--- config.mk ---
export PLATFORM = sky130hd
export DESIGN_NAME = simon_input_conditioner
export DESIGN_NICKNAME = d
export VERILOG_FILES = /design/src/rtl/simon_input_conditioner.sv
export SDC_FILE = /design/constraint.sdc
export NUM_CORES = 1
export LEC_CHECK = 0
export CAP_MARGIN = 25
export CORE_MARGIN = 5
export CORE_UTILIZATION = 58
export CTS_CLUSTER_DIAMETER = 100
export CTS_CLUSTER_SIZE = 24
export DETAILED_ROUTE_END_ITERATION = 10
export PLACE_DENSITY_LB_ADDON = 0.1
export SLEW_MARGIN = 0
export SYNTH_ARGS = -nofsm -noshare
export SYNTH_HDL_FRONTEND = slang
export SYNTH_SLANG_ARGS = --single-unit
--- constraint.sdc ---
create_clock -name clk -period 2 [get_ports clk]
set_input_delay 0.3 -clock clk [delete_from_list [all_inputs] [get_ports clk]]
set_output_delay 0.3 -clock clk [all_outputs]
set_load 0.02 [all_outputs]
--- src/rtl/simon_input_conditioner.sv ---
// simon_input_conditioner
//   Turns a raw, bouncing push-button and four raw pattern switches into the
//   clean strobe/data pair the Simon game core expects. The button is
//   synchronized and debounced. Each accepted press produces exactly one pclk
//   pulse. The switch value is captured when the press is accepted and held
//   until the button is released.
//
// Ports
//   clk      in   system clock, all state updates on its rising edge
//   rst      in   synchronous, active-high reset
//   btn_raw  in   asynchronous bouncing push-button, active-high
//   sw_raw   in   [3:0] asynchronous pattern switches
//   pclk     out  registered press pulse, HIGH_CYCLES wide
//   pattern  out  [3:0] registered switch value (frozen while busy)
//   busy     out  high whenever the press sequencer is not idle
//
// Parameters
//   DB_CYCLES     stable cycles (1..2^20-1) before a button level change is accepted
//   SETUP_CYCLES  cycles (1..255) pattern is frozen before pclk rises
//   HIGH_CYCLES   pclk high width in cycles (1..255)

module simon_input_conditioner #(
    parameter int unsigned DB_CYCLES    = 500000,
    parameter int unsigned SETUP_CYCLES = 4,
    parameter int unsigned HIGH_CYCLES  = 8
) (
    input  logic       clk,
    input  logic       rst,
    input  logic       btn_raw,
    input  logic [3:0] sw_raw,
    output logic       pclk,
    output logic [3:0] pattern,
    output logic       busy
);

    localparam logic [19:0] DB_LAST    = 20'(DB_CYCLES - 1);
    localparam logic [7:0]  SETUP_LAST = 8'(SETUP_CYCLES - 1);
    localparam logic [7:0]  HIGH_LAST  = 8'(HIGH_CYCLES - 1);

    typedef enum logic [1:0] {
        IDLE,
        SETUP,
        HIGH,
        WAIT_REL
    } state_t;

    // ---------------- two-flop synchronizers ----------------
    logic [1:0] btn_sync;
    logic [3:0] sw_sync1;
    logic [3:0] sw_s;
    logic       btn_s;

    always_ff @(posedge clk) begin
        if (rst) begin
            btn_sync <= '0;
            sw_sync1 <= '0;
            sw_s     <= '0;
        end else begin
            btn_sync <= {btn_sync[0], btn_raw};
            sw_sync1 <= sw_raw;
            sw_s     <= sw_sync1;
        end
    end

    assign btn_s = btn_sync[1];

    // ---------------- debounce ----------------
    // The counter only runs while btn_s disagrees with the accepted level.
    // Any agreement restarts it, so only an uninterrupted run of DB_CYCLES
    // mismatching cycles flips btn_db.
    logic [19:0] db_count;
    logic        btn_db;

    always_ff @(posedge clk) begin
        if (rst) begin
            db_count <= '0;
            btn_db   <= 1'b0;
        end else if (btn_s == btn_db) begin
            db_count <= '0;
        end else if (db_count == DB_LAST) begin
            btn_db   <= btn_s;
            db_count <= '0;
        end else begin
            db_count <= db_count + 20'd1;
        end
    end

    // ---------------- press sequencer ----------------
    state_t     state, state_next;
    logic [7:0] phase, phase_next;
    logic [3:0] pattern_next;
    logic       pclk_next;

    always_ff @(posedge clk) begin
        if (rst) begin
            state   <= IDLE;
            phase   <= '0;
            pattern <= '0;
            pclk    <= 1'b0;
        end else begin
            state   <= state_next;
            phase   <= phase_next;
            pattern <= pattern_next;
            pclk    <= pclk_next;
        end
    end

    always_comb begin
        state_next   = state;
        phase_next   = phase;
        pattern_next = pattern;

        unique case (state)
            IDLE: begin
                // Track the switches continuously. The value taken on the
                // edge that leaves IDLE is the captured pattern.
                pattern_next = sw_s;
                if (btn_db) begin
                    state_next = SETUP;
                    phase_next = '0;
                end
            end
            SETUP: begin
                if (phase == SETUP_LAST) begin
                    state_next = HIGH;
                    phase_next = '0;
                end else begin
                    phase_next = phase + 8'd1;
                end
            end
            HIGH: begin
                if (phase == HIGH_LAST) begin
                    state_next = WAIT_REL;
                    phase_next = '0;
                end else begin
                    phase_next = phase + 8'd1;
                end
            end
            WAIT_REL: begin
                if (!btn_db) begin
                    state_next = IDLE;
                end
            end
            default: begin
                state_next = IDLE;
                phase_next = '0;
            end
        endcase

        // pclk is registered from the next state, so it is high for exactly
        // the cycles the sequencer spends in HIGH without an extra cycle of lag.
        pclk_next = (state_next == HIGH);
    end

    assign busy = (state != IDLE);

endmodule

---- Word-level counts from Yosys, hierarchy flattened ----
Index checks and enable logic that the tools add are counted.
storage, ports and cells
  bits in registers ....................... 46
  bits in latches ......................... 0
  bits in writable memories ............... 0
  bits in read-only memories .............. 0
  input port bits ......................... 7
  output and inout bits ................... 6
  logic and storage cells ................. 36
  memories ................................ 0
cells by class
  add/subtract/negate cells ............... 2
  $mul .................................... 0
  div/mod/pow operators ................... 0
  $lt $le $gt $ge ......................... 0
  equal/unequal tests ..................... 9
  shift operators ......................... 0
  multiplexer cells ....................... 9
  bitwise logic cells ..................... 1
  reduce and logical (&&, ||, !) cells .... 6
operator list
  operator                                                                  number
  8-bit two-way mux                                                         3
  8-bit case mux with 3 select lines                                        1
  20-bit by 1-bit adder with 20-bit output (second input constant)          1
  20-bit by 19-bit equality test with 1-bit output (second input constant)  1
  8-bit by 1-bit adder with 8-bit output (second input constant)            1
  8-bit by 2-bit equality test with 1-bit output (second input constant)    1
  8-bit by 3-bit equality test with 1-bit output (second input constant)    1
  2-bit two-way mux                                                         4
  2-bit case mux with 4 select lines                                        1
  2-bit equality test (second input constant)                               3
  2-bit AND reduction                                                       2
  3-bit nonzero test                                                        1
  3-bit OR reduction                                                        1
  2-bit by 1-bit equality test with 1-bit output (second input constant)    1
  2-bit zero test                                                           1
  2-bit inequality test (second input constant)                             1
  2-bit nonzero test                                                        1
  1-bit equality test                                                       1
  1-bit NOT                                                                 1

---- Depth between registers and ports, before layout ----
  depth in word-level cells ............... 4
  mapped depth ............................ 7

---- Worst setup path after synthesis ----
Ideal clock, no wire load.
  path type ............................... register -> register
  start point ............................. reg db_count[11]
  end point ............................... reg db_count[2]
  library setup time ...................... 115 ps
  arrival time ............................ 1,652 ps
  data required time ...................... 1,885 ps
  setup slack ............................. 233 ps
  cell stages (with the launch flop) ...... 6
  path buffers ............................ 1
  clock period less this slack ............ 1,767 ps
  cells stage by stage .................... dfxtp_1 > or4_1 > or3_4 > o21ai_2 > buf_6 > nor2_2
between the ends
  cells in the longest elaborated chain, start to end .. 2
RTL lines
  element                                           RTL line  RTL
  start, declared                                   71        logic [19:0] db_count;
  start signal, assigned                            84        db_count <= db_count + 20'd1;
  20-bit by 19-bit equality test with 1-bit output  80        end else if (db_count == DB_LAST) begin
  3-bit OR reduction (no line)                      n/a
Every way passes these cells.
A chain may end at the register's enable or synchronous reset.

---- Worst setup path after layout ----
  start point ............................. reg db_count[12]
  end point ............................... reg db_count[6]
The elaborated chain is that of the path after synthesis.

==> impl_metrics.csv <==
group,metric,value,unit
yosys,avgSynthCellArea,9.46,sq um
die,dieWidth,70.6,microns
die,dieHeight,70.6,microns
critical_path,cp.required,2.20,ns
sta,hold_viol_final,0,
critical_path,r2r_setup_slack,0.13,ns
yosys,synth_area_leaders,"dfxtp_1, ha_1, nor2_2",
cells_and_area,register_area,922,sq um
worst_hold_path,min_to,"db_count[0]",
die,core_area,3610,sq um
critical_path,ff2ff_path_depth,5,
critical_path,criticalPathCategory,"reg2reg",
clocking,clk_pin_slew,0.09,ns
critical_path,crit_family,"simple AND/OR/NAND/NOR gates",
clocking,cts_buffer_depth,2,
critical_path,r2r-end,"db_count[6]",
sta,setup_viol,0,
sta,worst_pin_slew,0.526,ns
global_routing,grt_max_degree,21,
placement,place_congestion,0.876,
yosys,synth_fp_nets,239,
critical_path,worstPathBufferInverterCount,1,
yosys,synth-edff-count,0,
critical_path,critPathCaptureType,"flop",
global_routing,grt-ovfl-total,0,
worst_hold_path,hold-path-cell-count,1,
yosys,ys_ff_latch,46,
die,start_util,59.1,%
drt,post_drt_wl_per_cell,13.1,microns
die,ios,13,
worst_hold_path,min_path_type,"reg2reg",
yosys,synth_commonest_cells,"dfxtp_1, nor2_2, nand4_1, nor2b_1, nand2_1",
power,irDropWorstVdd,485,uV
power,power,1.55,mW
worst_hold_path,hp-start,"db_count[0]",
run_status,outcome,"completed",
drt,via_per_inst,5.65,
clocking,cts_root_buffer,"clkbuf_8",
clocking,h-tree-depth,2,
sta,finalCritPeriodShare,93.3,%
yosys,ys.warnings.count,0,
cells_and_area,final_nets,258,
sta,min_period,1.87,ns
critical_path,worst-path-max-fanout,20,
global_routing,grt_pass1_vias,1553,
critical_path,path_cells,"or4_1 -> or3_4 -> o21ai_2 -> buf_12 -> nor2_2",
clocking,numCtsBuffers,5,
yosys,synth_flop_cell,"dfxtp_1",
yosys,netlist_instances,225,
drt,drcViolationCount,0,
sta,tns,0,ns
yosys,synth_area_leader_cell,"dfxtp_1",
die,die_area,4980,sq um
drt,drt_iter0_drc,181,
yosys,ys_seq_area_share,43.2,%
cells_and_area,fill_cells,292,
yosys,async_reset_ff_share,0,%
drt,drt-total-wl,3850,microns
drt,first_pass_iters,4,
sta,whs,0.441,ns
critical_path,cp_slowest_stage_delay,0.52,ns
clocking,cts-hold-fix-buffers,0,
cells_and_area,drive_gt1_share,18.0,%
critical_path,crit_path_start,"db_count[12]",
critical_path,startpoint_type,"flop",
sta,rsz0062_at_grt,"false",
drt,drtAntennaViolNets,0,
critical_path,worst-endpoint-arrival,2.06,ns
clocking,post-cts-setup-buffers,0,
global_routing,antenna_found_initial,0,
critical_path,r2r-start,"db_count[12]",
die,num_rows,22,
placement,io_buffers,12,
power,leakage,0.815,nW
yosys,yosysTopAreaCellShare,43.2,%
global_routing,grt_first_pass_wirelength,6760,microns
cells_and_area,n_antenna_cell,0,
cells_and_area,syn2layout_area_growth,14.0,%
yosys,synth_cell_types,43,
job,max_cap_viol_count,0,
clocking,clk_latency,0.31,ns
drt,vias,1656,
yosys,netlist_area,2130,sq um
sta,slew_violations,0,
clocking,clkSinkCount,46,
power,power_density,640,nW/um^2
sta,max_freq,0.536,GHz
placement,hpwl,2830,microns
sta,slew_headroom,64.8,%
critical_path,crit_slowest_cell,"or4_1",
yosys,synth.most_common_cell,"dfxtp_1",
clocking,cts_tree,"done",
global_routing,grtUsageTotal,16.6,%
cells_and_area,multiInputGateArea,1140,sq um
sta,fin_skew,0.0122,ns
==> layout by cell type (no fill, tap or decap), types with 2 or more instances in the layout <==
master            n
and4_1            2
nand2b_1          2
clkbuf_8          5
nor2_1            9
or3_1             4
nand4_1          13
a21oi_2           6
ha_1              6
a31oi_1           3
o21ai_0           6
dfxtp_1          45
or4_1             6
nor2_2           14
nor3_1            4
xnor2_1           6
inv_1             8
nor2b_1          13
nand3_1          10
clkdlybuf4s50_1  11
o31ai_1           2
clkinvlp_4        2
mux2i_1           4
a211oi_1          3
nand2_1          12
a21o_1            2
a21oi_1           4
buf_4             6
nand4b_1          2
nor4_1            5
xor2_1           10
==> layout make-up <==
type                            count  share of cell area (%)
Clock buffer                        5                    2.83
Clock inverter                      3                   0.979
Inverter                            8                    1.24
Multi-Input combinational cell    164                    46.9
Sequential cell                    46                    38.0
Tap cell                           48                    2.47
Timing Repair Buffer               19                    7.57
==> registers in the layout (all words and copies together) (netlist names) <==
signal and cells:
sw_s 4, db_count 20, state 2, phase 8
pattern 4, sw_sync1 4, pclk 1, btn_sync 2
btn_db 1
==> what timing repair did <==
action	in CTS	in global routing
endpoints found under the setup margin	1	1
gates cloned	0	0
gates resized for setup	1	2
==> metal layers <==
| metal | part of all wire (%) | vias to the layer above | track usage [%] |
|---|---|---|---|
| li1 | - | 842 | - |
| met1 | 44 | 774 | 19.5 |
| met2 | 52 | 38 | 29.2 |
| met3 | 4.0 | 2 | 5.54 |
| met4 | 0.88 | 0 | 4.38 |
| met5 | 0 | - | 0 |
==> report_power, final <==
group / leakage [nW] / switching (mW) / internal, mW
clock network: 0.0408 / 0.326 / 0.250
registers: 0.373 / 0.00396 / 0.927
logic: 0.401 / 0.0219 / 0.0265
==> metrics by stage <==
stage | instances | setup slack (ns) | instance area (sq um) | util, %
final | 293 | 0.135 | 2430 | 67.3
after global routing | 293 | 0.0616 | 2430 | 67.3
after CTS | 293 | 0.0894 | 2420 | 67.2
after detailed placement | 285 | 0.115 | 2330 | 64.7
after global placement | 285 | 0.181 | 2330 | 64.7
after floorplan | 225 | 0.233 | 2130 | -
==> kinds of logic after synthesis <==
logic type | count (synthesis) | share of synthesized area [%]
AND/OR/NAND/NOR | 105 | 29.4
adder cells (fa/ha/maj) | 7 | 4.11
multiplexers | 4 | 1.88
flip-flops | 46 | 43.2
AO/OA/AOI/OAI | 32 | 11.4
buffers and inverters | 15 | 3.35
XOR/XNOR | 16 | 6.58
==> how the worst max path moves through the flow <==
stage | end | slack, ns | cells past startpoint
CTS | db_count[18] | 0.09 | 5
finish | db_count[6] | 0.13 | 5
global route | db_count[18] | 0.06 | 5
detailed placement | db_count[18] | 0.12 | 5
floorplan | db_count[2] | 0.23 | 5
global placement | db_count[18] | 0.18 | 5
==> worst reg2reg max path: stages (launching register included) <==
cell and delay (ns):
dfxtp_1 0.37, or4_1 0.52, or3_4 0.42, o21ai_2 0.19, buf_12 0.20, nor2_2 0.06
Note: power is estimated with default switching activity, not from simulation.
